===== config.mk =====
export PLATFORM = sky130hd
export DESIGN_NAME = mem_port_arbiter_flat
export DESIGN_NICKNAME = d
export VERILOG_FILES = /design/src/rtl/mem_arb_pkg.sv /design/src/rtl/mem_port_arbiter_if.sv /design/src/rtl/arb_latency_timer.sv /design/src/rtl/mem_port_arbiter.sv /design/src/flat_wrapper.sv
export SDC_FILE = /design/constraint.sdc
export NUM_CORES = 1
export LEC_CHECK = 0
export CELL_PAD_IN_SITES_DETAIL_PLACEMENT = 1
export CELL_PAD_IN_SITES_GLOBAL_PLACEMENT = 1
export CORE_ASPECT_RATIO = 0.9
export CORE_MARGIN = 2
export CORE_UTILIZATION = 26
export CTS_CLUSTER_DIAMETER = 60
export DETAILED_ROUTE_END_ITERATION = 10
export GPL_TIMING_DRIVEN = 0
export HOLD_SLACK_MARGIN = 0.12
export PLACE_DENSITY = 0.83
export SYNTH_ARGS = -nofsm -noshare
export SYNTH_HDL_FRONTEND = slang
export SYNTH_HIERARCHICAL = 1
export SYNTH_SLANG_ARGS = --single-unit

===== constraint.sdc =====
create_clock -name clk -period 3.4 [get_ports clk]
set_input_delay 0.68 -clock clk [delete_from_list [all_inputs] [get_ports clk]]
set_output_delay 0.68 -clock clk [all_outputs]
set_load 0.005 [all_outputs]

===== src/rtl/mem_arb_pkg.sv =====
// Shared types and constants for the unified memory port arbiter.
package mem_arb_pkg;

    typedef enum logic [1:0] {
        IDLE  = 2'd0,
        ISSUE = 2'd1,
        WAIT  = 2'd2
    } arb_state_t;

    typedef enum logic {
        OWN_IF = 1'b0,
        OWN_D  = 1'b1
    } owner_t;

    // Width of the memory latency down-counter (MEM_LATENCY up to 15).
    localparam int CNT_W = 4;

endpackage


===== src/rtl/mem_port_arbiter_if.sv =====
// Bundle of fetch, data and memory-side signals around the arbiter.
// The slave modport is the arbiter's view; master is everything around it.
interface mem_port_arbiter_if #(
    parameter int ADDR_WIDTH = 32,
    parameter int DATA_WIDTH = 32
);
    // fetch stage
    logic                    if_req;
    logic [ADDR_WIDTH-1:0]   if_addr;
    logic                    if_flush;
    logic                    if_done;
    logic [DATA_WIDTH-1:0]   if_rdata;
    // memory stage
    logic                    d_req;
    logic                    d_we;
    logic [DATA_WIDTH/8-1:0] d_be;
    logic [ADDR_WIDTH-1:0]   d_addr;
    logic [DATA_WIDTH-1:0]   d_wdata;
    logic                    d_done;
    logic [DATA_WIDTH-1:0]   d_rdata;
    // memory
    logic                    mem_req;
    logic                    mem_we;
    logic [DATA_WIDTH/8-1:0] mem_be;
    logic [ADDR_WIDTH-1:0]   mem_addr;
    logic [DATA_WIDTH-1:0]   mem_wdata;
    logic [DATA_WIDTH-1:0]   mem_rdata;
    // pipeline status
    logic                    stall_if;
    logic                    stall_mem;
    logic                    busy;

    modport slave (
        input  if_req, if_addr, if_flush,
        input  d_req, d_we, d_be, d_addr, d_wdata,
        input  mem_rdata,
        output if_done, if_rdata,
        output d_done, d_rdata,
        output mem_req, mem_we, mem_be, mem_addr, mem_wdata,
        output stall_if, stall_mem, busy
    );

    modport master (
        output if_req, if_addr, if_flush,
        output d_req, d_we, d_be, d_addr, d_wdata,
        output mem_rdata,
        input  if_done, if_rdata,
        input  d_done, d_rdata,
        input  mem_req, mem_we, mem_be, mem_addr, mem_wdata,
        input  stall_if, stall_mem, busy
    );

endinterface


===== src/rtl/arb_latency_timer.sv =====
// Down-counter that tracks the remaining cycles of a fixed-latency memory access.
module arb_latency_timer
    import mem_arb_pkg::*;
(
    input  logic             clk,
    input  logic             rst,
    input  logic             load,
    input  logic [CNT_W-1:0] load_val,
    input  logic             dec,
    output logic             zero
);

    logic [CNT_W-1:0] cnt;

    // Load on issue, then count down to zero and hold there.
    always_ff @(posedge clk or posedge rst) begin
        if (rst) begin
            cnt <= '0;
        end else if (load) begin
            cnt <= load_val;
        end else if (dec && (cnt != '0)) begin
            cnt <= cnt - 1'b1;
        end
    end

    assign zero = (cnt == '0);

endmodule


===== src/rtl/mem_port_arbiter.sv =====
// Arbitrates the single-ported unified memory between the fetch stage and the
// memory stage. Data wins by default; a starvation counter lets a waiting fetch
// through after STARVE_LIMIT consecutive data grants. A branch redirect can
// cancel an in-flight fetch: the memory access still runs, only if_done is hidden.
module mem_port_arbiter
    import mem_arb_pkg::*;
#(
    parameter int ADDR_WIDTH   = 32,
    parameter int DATA_WIDTH   = 32,
    parameter int MEM_LATENCY  = 2,
    parameter int STARVE_LIMIT = 4
) (
    input  logic               clk,
    input  logic               rstn,
    mem_port_arbiter_if.slave  bus
);

    localparam int BE_W = DATA_WIDTH / 8;
    localparam int SC_W = $clog2(STARVE_LIMIT + 1);
    localparam logic [SC_W-1:0]  STARVE_MAX = SC_W'(STARVE_LIMIT);
    localparam logic [CNT_W-1:0] LAT_LOAD   = CNT_W'(MEM_LATENCY - 1);

    arb_state_t            state;
    arb_state_t            state_nxt;
    owner_t                owner;
    logic                  drop;
    logic [SC_W-1:0]       starve_cnt;

    logic [ADDR_WIDTH-1:0] lat_addr;
    logic                  lat_we;
    logic [BE_W-1:0]       lat_be;
    logic [DATA_WIDTH-1:0] lat_wdata;

    logic                  grant_d;
    logic                  grant_if;
    logic                  timer_zero;
    logic                  xfer_done;

    arb_latency_timer u_timer (
        .clk      (clk),
        .rst      (rstn),
        .load     (state == ISSUE),
        .load_val (LAT_LOAD),
        .dec      (state == WAIT),
        .zero     (timer_zero)
    );

    assign xfer_done = (state == WAIT) && timer_zero;

    // Grant decision, only meaningful while idle; data first unless fetch is starving.
    always_comb begin
        grant_d  = 1'b0;
        grant_if = 1'b0;
        if (state == IDLE) begin
            grant_d  = bus.d_req && (!bus.if_req || (starve_cnt < STARVE_MAX));
            grant_if = !grant_d && bus.if_req && !bus.if_flush;
        end
    end

    // FSM state register.
    always_ff @(posedge clk or posedge rstn) begin
        if (rstn) begin
            state <= IDLE;
        end else begin
            state <= state_nxt;
        end
    end

    // FSM next state: idle -> one issue cycle -> wait out the memory latency.
    always_comb begin
        state_nxt = state;
        case (state)
            IDLE:    if (grant_d || grant_if) state_nxt = ISSUE;
            ISSUE:   state_nxt = WAIT;
            WAIT:    if (timer_zero) state_nxt = IDLE;
            default: state_nxt = IDLE;
        endcase
    end

    // Capture the winning requester's fields so later input changes cannot disturb the access.
    always_ff @(posedge clk or posedge rstn) begin
        if (rstn) begin
            owner     <= OWN_IF;
            lat_addr  <= '0;
            lat_we    <= 1'b0;
            lat_be    <= '0;
            lat_wdata <= '0;
        end else if (grant_d) begin
            owner     <= OWN_D;
            lat_addr  <= bus.d_addr;
            lat_we    <= bus.d_we;
            lat_be    <= bus.d_be;
            lat_wdata <= bus.d_wdata;
        end else if (grant_if) begin
            owner     <= OWN_IF;
            lat_addr  <= bus.if_addr;
            lat_we    <= 1'b0;
            lat_be    <= '1;
            lat_wdata <= '0;
        end
    end

    // Remember a redirect that arrived while our fetch was in flight; forget it once idle.
    always_ff @(posedge clk or posedge rstn) begin
        if (rstn) begin
            drop <= 1'b0;
        end else if (state == IDLE) begin
            drop <= 1'b0;
        end else if ((owner == OWN_IF) && bus.if_flush) begin
            drop <= 1'b1;
        end
    end

    // Count data grants that overtook a waiting fetch; saturate at the limit.
    always_ff @(posedge clk or posedge rstn) begin
        if (rstn) begin
            starve_cnt <= '0;
        end else if (grant_d && bus.if_req) begin
            if (starve_cnt < STARVE_MAX) begin
                starve_cnt <= starve_cnt + 1'b1;
            end
        end else if (grant_if || !bus.if_req) begin
            starve_cnt <= '0;
        end
    end

    // FSM outputs: memory strobe, completion pulses with pass-through read data, stalls.
    always_comb begin
        bus.mem_req   = (state == ISSUE);
        bus.mem_we    = (state == ISSUE) && (owner == OWN_D) && lat_we;
        bus.mem_be    = '0;
        if (state == ISSUE) begin
            bus.mem_be = (owner == OWN_IF) ? '1 : lat_be;
        end
        bus.mem_addr  = lat_addr;
        bus.mem_wdata = lat_wdata;

        bus.if_done   = xfer_done && (owner == OWN_IF) && !drop && !bus.if_flush;
        bus.if_rdata  = bus.if_done ? bus.mem_rdata : '0;
        bus.d_done    = xfer_done && (owner == OWN_D);
        bus.d_rdata   = (bus.d_done && !lat_we) ? bus.mem_rdata : '0;

        bus.stall_if  = bus.if_req && !bus.if_done;
        bus.stall_mem = bus.d_req && !bus.d_done;
        bus.busy      = (state != IDLE);
    end

endmodule


===== src/flat_wrapper.sv =====
// flat-port wrapper written by rule: the top's interface ports become plain ports
module mem_port_arbiter_flat import mem_arb_pkg::*;
#(
    parameter int ADDR_WIDTH   = 32,
    parameter int DATA_WIDTH   = 32,
    parameter int MEM_LATENCY  = 2,
    parameter int STARVE_LIMIT = 4
)
  (clk, rstn, bus_if_req, bus_if_addr, bus_if_flush, bus_d_req, bus_d_we, bus_d_be, bus_d_addr, bus_d_wdata, bus_mem_rdata, bus_if_done, bus_if_rdata, bus_d_done, bus_d_rdata, bus_mem_req, bus_mem_we, bus_mem_be, bus_mem_addr, bus_mem_wdata, bus_stall_if, bus_stall_mem, bus_busy);
  mem_port_arbiter_if #(.ADDR_WIDTH(ADDR_WIDTH), .DATA_WIDTH(DATA_WIDTH)) bus_i ();
  input  logic clk;
  input  logic rstn;
  input wire logic [$bits(bus_i.if_req)-1:0] bus_if_req;
  input wire logic [$bits(bus_i.if_addr)-1:0] bus_if_addr;
  input wire logic [$bits(bus_i.if_flush)-1:0] bus_if_flush;
  input wire logic [$bits(bus_i.d_req)-1:0] bus_d_req;
  input wire logic [$bits(bus_i.d_we)-1:0] bus_d_we;
  input wire logic [$bits(bus_i.d_be)-1:0] bus_d_be;
  input wire logic [$bits(bus_i.d_addr)-1:0] bus_d_addr;
  input wire logic [$bits(bus_i.d_wdata)-1:0] bus_d_wdata;
  input wire logic [$bits(bus_i.mem_rdata)-1:0] bus_mem_rdata;
  output wire logic [$bits(bus_i.if_done)-1:0] bus_if_done;
  output wire logic [$bits(bus_i.if_rdata)-1:0] bus_if_rdata;
  output wire logic [$bits(bus_i.d_done)-1:0] bus_d_done;
  output wire logic [$bits(bus_i.d_rdata)-1:0] bus_d_rdata;
  output wire logic [$bits(bus_i.mem_req)-1:0] bus_mem_req;
  output wire logic [$bits(bus_i.mem_we)-1:0] bus_mem_we;
  output wire logic [$bits(bus_i.mem_be)-1:0] bus_mem_be;
  output wire logic [$bits(bus_i.mem_addr)-1:0] bus_mem_addr;
  output wire logic [$bits(bus_i.mem_wdata)-1:0] bus_mem_wdata;
  output wire logic [$bits(bus_i.stall_if)-1:0] bus_stall_if;
  output wire logic [$bits(bus_i.stall_mem)-1:0] bus_stall_mem;
  output wire logic [$bits(bus_i.busy)-1:0] bus_busy;
  assign bus_i.if_req = bus_if_req;
  assign bus_i.if_addr = bus_if_addr;
  assign bus_i.if_flush = bus_if_flush;
  assign bus_i.d_req = bus_d_req;
  assign bus_i.d_we = bus_d_we;
  assign bus_i.d_be = bus_d_be;
  assign bus_i.d_addr = bus_d_addr;
  assign bus_i.d_wdata = bus_d_wdata;
  assign bus_i.mem_rdata = bus_mem_rdata;
  assign bus_if_done = bus_i.if_done;
  assign bus_if_rdata = bus_i.if_rdata;
  assign bus_d_done = bus_i.d_done;
  assign bus_d_rdata = bus_i.d_rdata;
  assign bus_mem_req = bus_i.mem_req;
  assign bus_mem_we = bus_i.mem_we;
  assign bus_mem_be = bus_i.mem_be;
  assign bus_mem_addr = bus_i.mem_addr;
  assign bus_mem_wdata = bus_i.mem_wdata;
  assign bus_stall_if = bus_i.stall_if;
  assign bus_stall_mem = bus_i.stall_mem;
  assign bus_busy = bus_i.busy;
  mem_port_arbiter #(.ADDR_WIDTH(ADDR_WIDTH), .DATA_WIDTH(DATA_WIDTH), .MEM_LATENCY(MEM_LATENCY), .STARVE_LIMIT(STARVE_LIMIT)) u_core (.clk(clk), .rstn(rstn), .bus(bus_i));
endmodule

==> results by stage <==
Status:
- The run finished with clean final reports.

Setup path:
- In this run the worst path has a maximum fanout of 6.
- The worst path required time is 2.72 ns.
- The data arrival at the endpoint of the critical path is 2.68 ns.
- The worst setup path is launched from a flip-flop.
- The critical path is of the reg -> out type.
- The endpoint type of the worst setup path is an output port.

Place:
- The global placer's final weighted congestion is 0.764.
- The half-perimeter wire length after detailed placement is 13,600 um.
- The total instance count after detailed placement is 884.
- During placement, the flow inserted port buffers numbering 276.
- Timing analysis after detailed placement gives a worst setup slack of 0.000392 ns.

Synthesis:
- Counting flops with an async set or reset pin after synthesis yields a share of 100%.
- The number of standard cells after synthesis is 403.
- The number of warnings issued by yosys is 6.
- The netlist area before placement is 4140 um2.
- By area the synthesized netlist is led by dfrtp_1, and2_1, a22o_1, o221ai_1, inv_1.
- Sequential cells were found to cover 48.3% of the synthesized design area.
- In the synthesized netlist, mux cells make up 0% of the area.
- After Yosys synthesis, and, or, nand and nor cells account for 22.3% of the synthesized area.
- After Yosys synthesis, full adders, half adders and majority gates account for 0.604% of the synthesized area.
- In this run, synthesis produced a sequential element count of 80.
- The share of Yosys cell area claimed by the top area cell type is 48.3%.
- The synthesized netlist contains 45 unique library cells.
- Yosys mapped a number of flops with a built-in enable equal to 0.
- Summing the areas of all compound-gate instances in the mapped netlist gives 19.7% of the synthesized area.
- A synthesized cell averages 10.3 um2.
- After synthesis, the largest family of logic cells by area is simple AND/OR/NAND/NOR gates.
- The flip-flop cell with the highest count after synthesis is dfrtp_1.
- Of the total synthesized cell area, the portion taken by XOR and XNOR cells is 0%.
- The leading area contributor after synthesis is dfrtp_1.

Timing:
- The transition time of the tightest slew-check pin is 0.555 ns.
- The count of final hold-check violations is 0.
- The max-slew violation total from the final report is 0.
- The relative slew slack is 63.0%.
- Timing would allow up to 0.297 GHz.
- The final setup violation count is 0.
- Setup repair after global routing could not meet its margin everywhere.
- The tightest hold path in the finished design has a slack of 0.497 ns.
- The worst path needs 3.36 ns of the cycle, external delays included.
- In the post-route analysis, the smallest setup slack over all paths is 0.0380 ns.
- The post-route clock skew is 0.00727 ns.
- The share of the clock period used by the worst path is 98.9%.

Power and ir drop:
- Dividing total power by cell area gives a power density of 693 nW/um2.
- The leakage dissipation is 3.34 nW.
- Across the VDD grid, the largest voltage drop is 0.000330 V.
- The completed layout was analyzed and its total power is 5.30 mW.

Drt:
- The total length of routed wires is 17,400 um.
- The length of the first detailed-routing pass in iterations is 4.
- After detailed routing, the average wire length per cell comes to 19.1 um.
- The detail route stage leaves a number of antenna-violating nets equal to 0.
- The number of DRC violations after detailed-routing iteration 0 is 136.
- The number of vias in the routed layout is 4,252.
- In the routed design, unresolved DRC markers number 0.
- Dividing the detail-routed via count by the number of cells gives 4.66.

Clock network:
- The source-to-sink clock delay at the later pin of the worst-skew pair is 0.34 ns.
- TritonCTS built the clock tree.
- No sink is reached through more buffers than the 2 on the longest clock path.
- The tree is rooted in a clkbuf_16.
- The clock-pin slew on the worst setup and hold paths is 0.06 ns.
- Clock tree synthesis inserted a total of 9 buffers.
- The tree built by TritonCTS fans out to 80 sinks.
- The number of hold buffers added after CTS was 0.
- The maximum level of the CTS H-tree is 3.

Floorplanning:
- The floorplan step set the die width to 137 um.
- For this design the top-level I/O count stands at 277.
- The placement row count is 43.
- The overall die area is 17,000 um2.
- The initial standard-cell utilization of the core is 26.7%.
- The height of the die is 124 um.
- The placeable core area is 15,500 um2.

Global routing:
- The first global-routing pass estimated 25,600 um of wire.
- The via count of the first global-routing pass is 4,636.
- After global routing, the most crowded layer is met2.
- The met3 capacity usage during global routing is 5.05%.
- The global-route met2 utilization is 34.4%.
- The met1 routing resource usage after global routing is 24.4%.
- The combined global-route utilization of all metal layers is 19.7%.
- The final global-route overflow total is 0.
- The largest net degree at the start of global routing is 59.
- The number of antenna violations at the first check in global routing came to 0.

Finish:
- Leaving out fill and tap cells, the most frequent cells in the layout are clkdlybuf4s50_1, dfrtp_1, and2_1.
- The repair_antennas step left the layout with diodes totalling 0.
- The most common cell after layout, fill and taps aside is clkdlybuf4s50_1.
- The net count of the finished layout is 845.
- The synthesis-to-finish area growth is 84.5%.
- Excluding fillers, the count of instances in the completed layout stands at 912.
- The post-route netlist has 13.0% of its cells at a drive strength greater than 1.

Hold path:
- The worst hold path class is reg -> reg.

Job:
- Max-cap violations in this run came to 0.
==> cell usage after synthesis (2+ instances only) <==
master and n:
buf_4 2, nand2_1 24, o21a_1 3, conb_1 2
clkbuf_2 3, a21oi_1 7, and2_1 65, nor2_1 3
dfrtp_1 80, nand2_2 10, and3_1 5, o21ai_0 2
o221ai_1 19, nand2b_1 5, buf_2 11, nand4b_1 2
nor3_1 2, ha_1 2, o221ai_2 10, a221o_1 4
inv_2 2, o22a_1 3, clkbuf_1 6, a22o_1 33
o21ai_1 2, inv_1 40, buf_6 9, nand3_1 30
==> path summary, 6_finish.rpt <==
kind,from,to,slack (ns),cells after the start
worst max-delay path,u_core/u_timer/cnt[1],bus_d_rdata[30],0.04,9
worst min-delay path,u_core/lat_be[0],u_core/lat_be[0],0.50,1
worst max register to register,u_core/state[1],u_core/u_timer/cnt[3],1.63,5
worst min register to register,u_core/lat_be[0],u_core/lat_be[0],0.50,1
max in group asynchronous,rstn,u_core/bus.mem_addr[26],2.15,3
min in group asynchronous,rstn,u_core/u_timer/cnt[2],0.62,2
==> critical path, cell delays in order, from the launching register on <==
cell	delay [ns]
dfrtp_1	0.40
inv_2	0.08
ha_4	0.15
or3b_4	0.39
inv_2	0.07
nand4b_1	0.20
nor2_4	0.23
clkbuf_8	0.18
and2_1	0.13
clkdlybuf4s50_1	0.51
==> layer usage <==
| layer | vias up | routed length [um] |
|---|---|---|
| met5 | - | 0 |
| met4 | 0 | 265 |
| met3 | 20 | 1100 |
| met2 | 139 | 8800 |
| met1 | 2087 | 7240 |
| li1 | 2006 | - |
==> per-stage QoR <==
stage | cell area [um2] | util (%) | setup TNS (ns)
finish | 7640 | 49.3 | 0
global route | 7640 | 49.3 | -0.872
CTS | 7630 | 49.3 | -0.0158
detailed placement | 7190 | 46.4 | 0
global placement | 7160 | 46.2 | -40.13
floorplan | 4150 | - | 0
==> timing repair <==
| action | in CTS | in global routing |
|---|---|---|
| pin swaps | 2 | 1 |
| endpoints found under the setup margin | 32 | 19 |
| setup buffers | 8 | 2 |
| gates resized for setup | 31 | 6 |
| cloned | 2 | 0 |
==> cells by family (layout without fill, tap and decap cells) <==
logic type / count (synthesis) / after routing
AO/OA/AOI/OAI: 90 / 90
adder cells (fa/ha/maj): 2 / 2
buffers and inverters: 73 / 378
flip-flops: 80 / 80
other: 2 / 4
AND/OR/NAND/NOR: 156 / 156
==> where the power goes <==
group / internal, mW / leakage (nW) / total, mW / switching, mW
clock network: 0.660 / 0.163 / 1.10 / 0.440
logic: 1.46 / 2.19 / 2.53 / 1.07
registers: 1.39 / 0.988 / 1.67 / 0.279
total: 3.51 / 3.34 / 5.30 / 1.79
==> sequential cells by signal, indices dropped and copies added, names as in the netlist <==
| name | flops |
|---|---|
| u_core/bus.mem_addr | 32 |
| u_core/bus.mem_wdata | 32 |
| u_core/lat_be | 4 |
| u_core/u_timer/cnt | 4 |
| u_core/starve_cnt | 3 |
| u_core/state | 2 |
| u_core/drop | 1 |
| u_core/lat_we | 1 |
| u_core/owner | 1 |
==> area by class of cell <==
class	count	area, um2
Buffer	31	235
Fill cell	1711	7850
Timing Repair Buffer	289	2860
Sequential cell	80	2000
Tap cell	202	253
Clock inverter	7	106
Multi-Input combinational cell	252	1800
Inverter	42	160
Clock buffer	9	225
(Power assumes the default switching activity.)
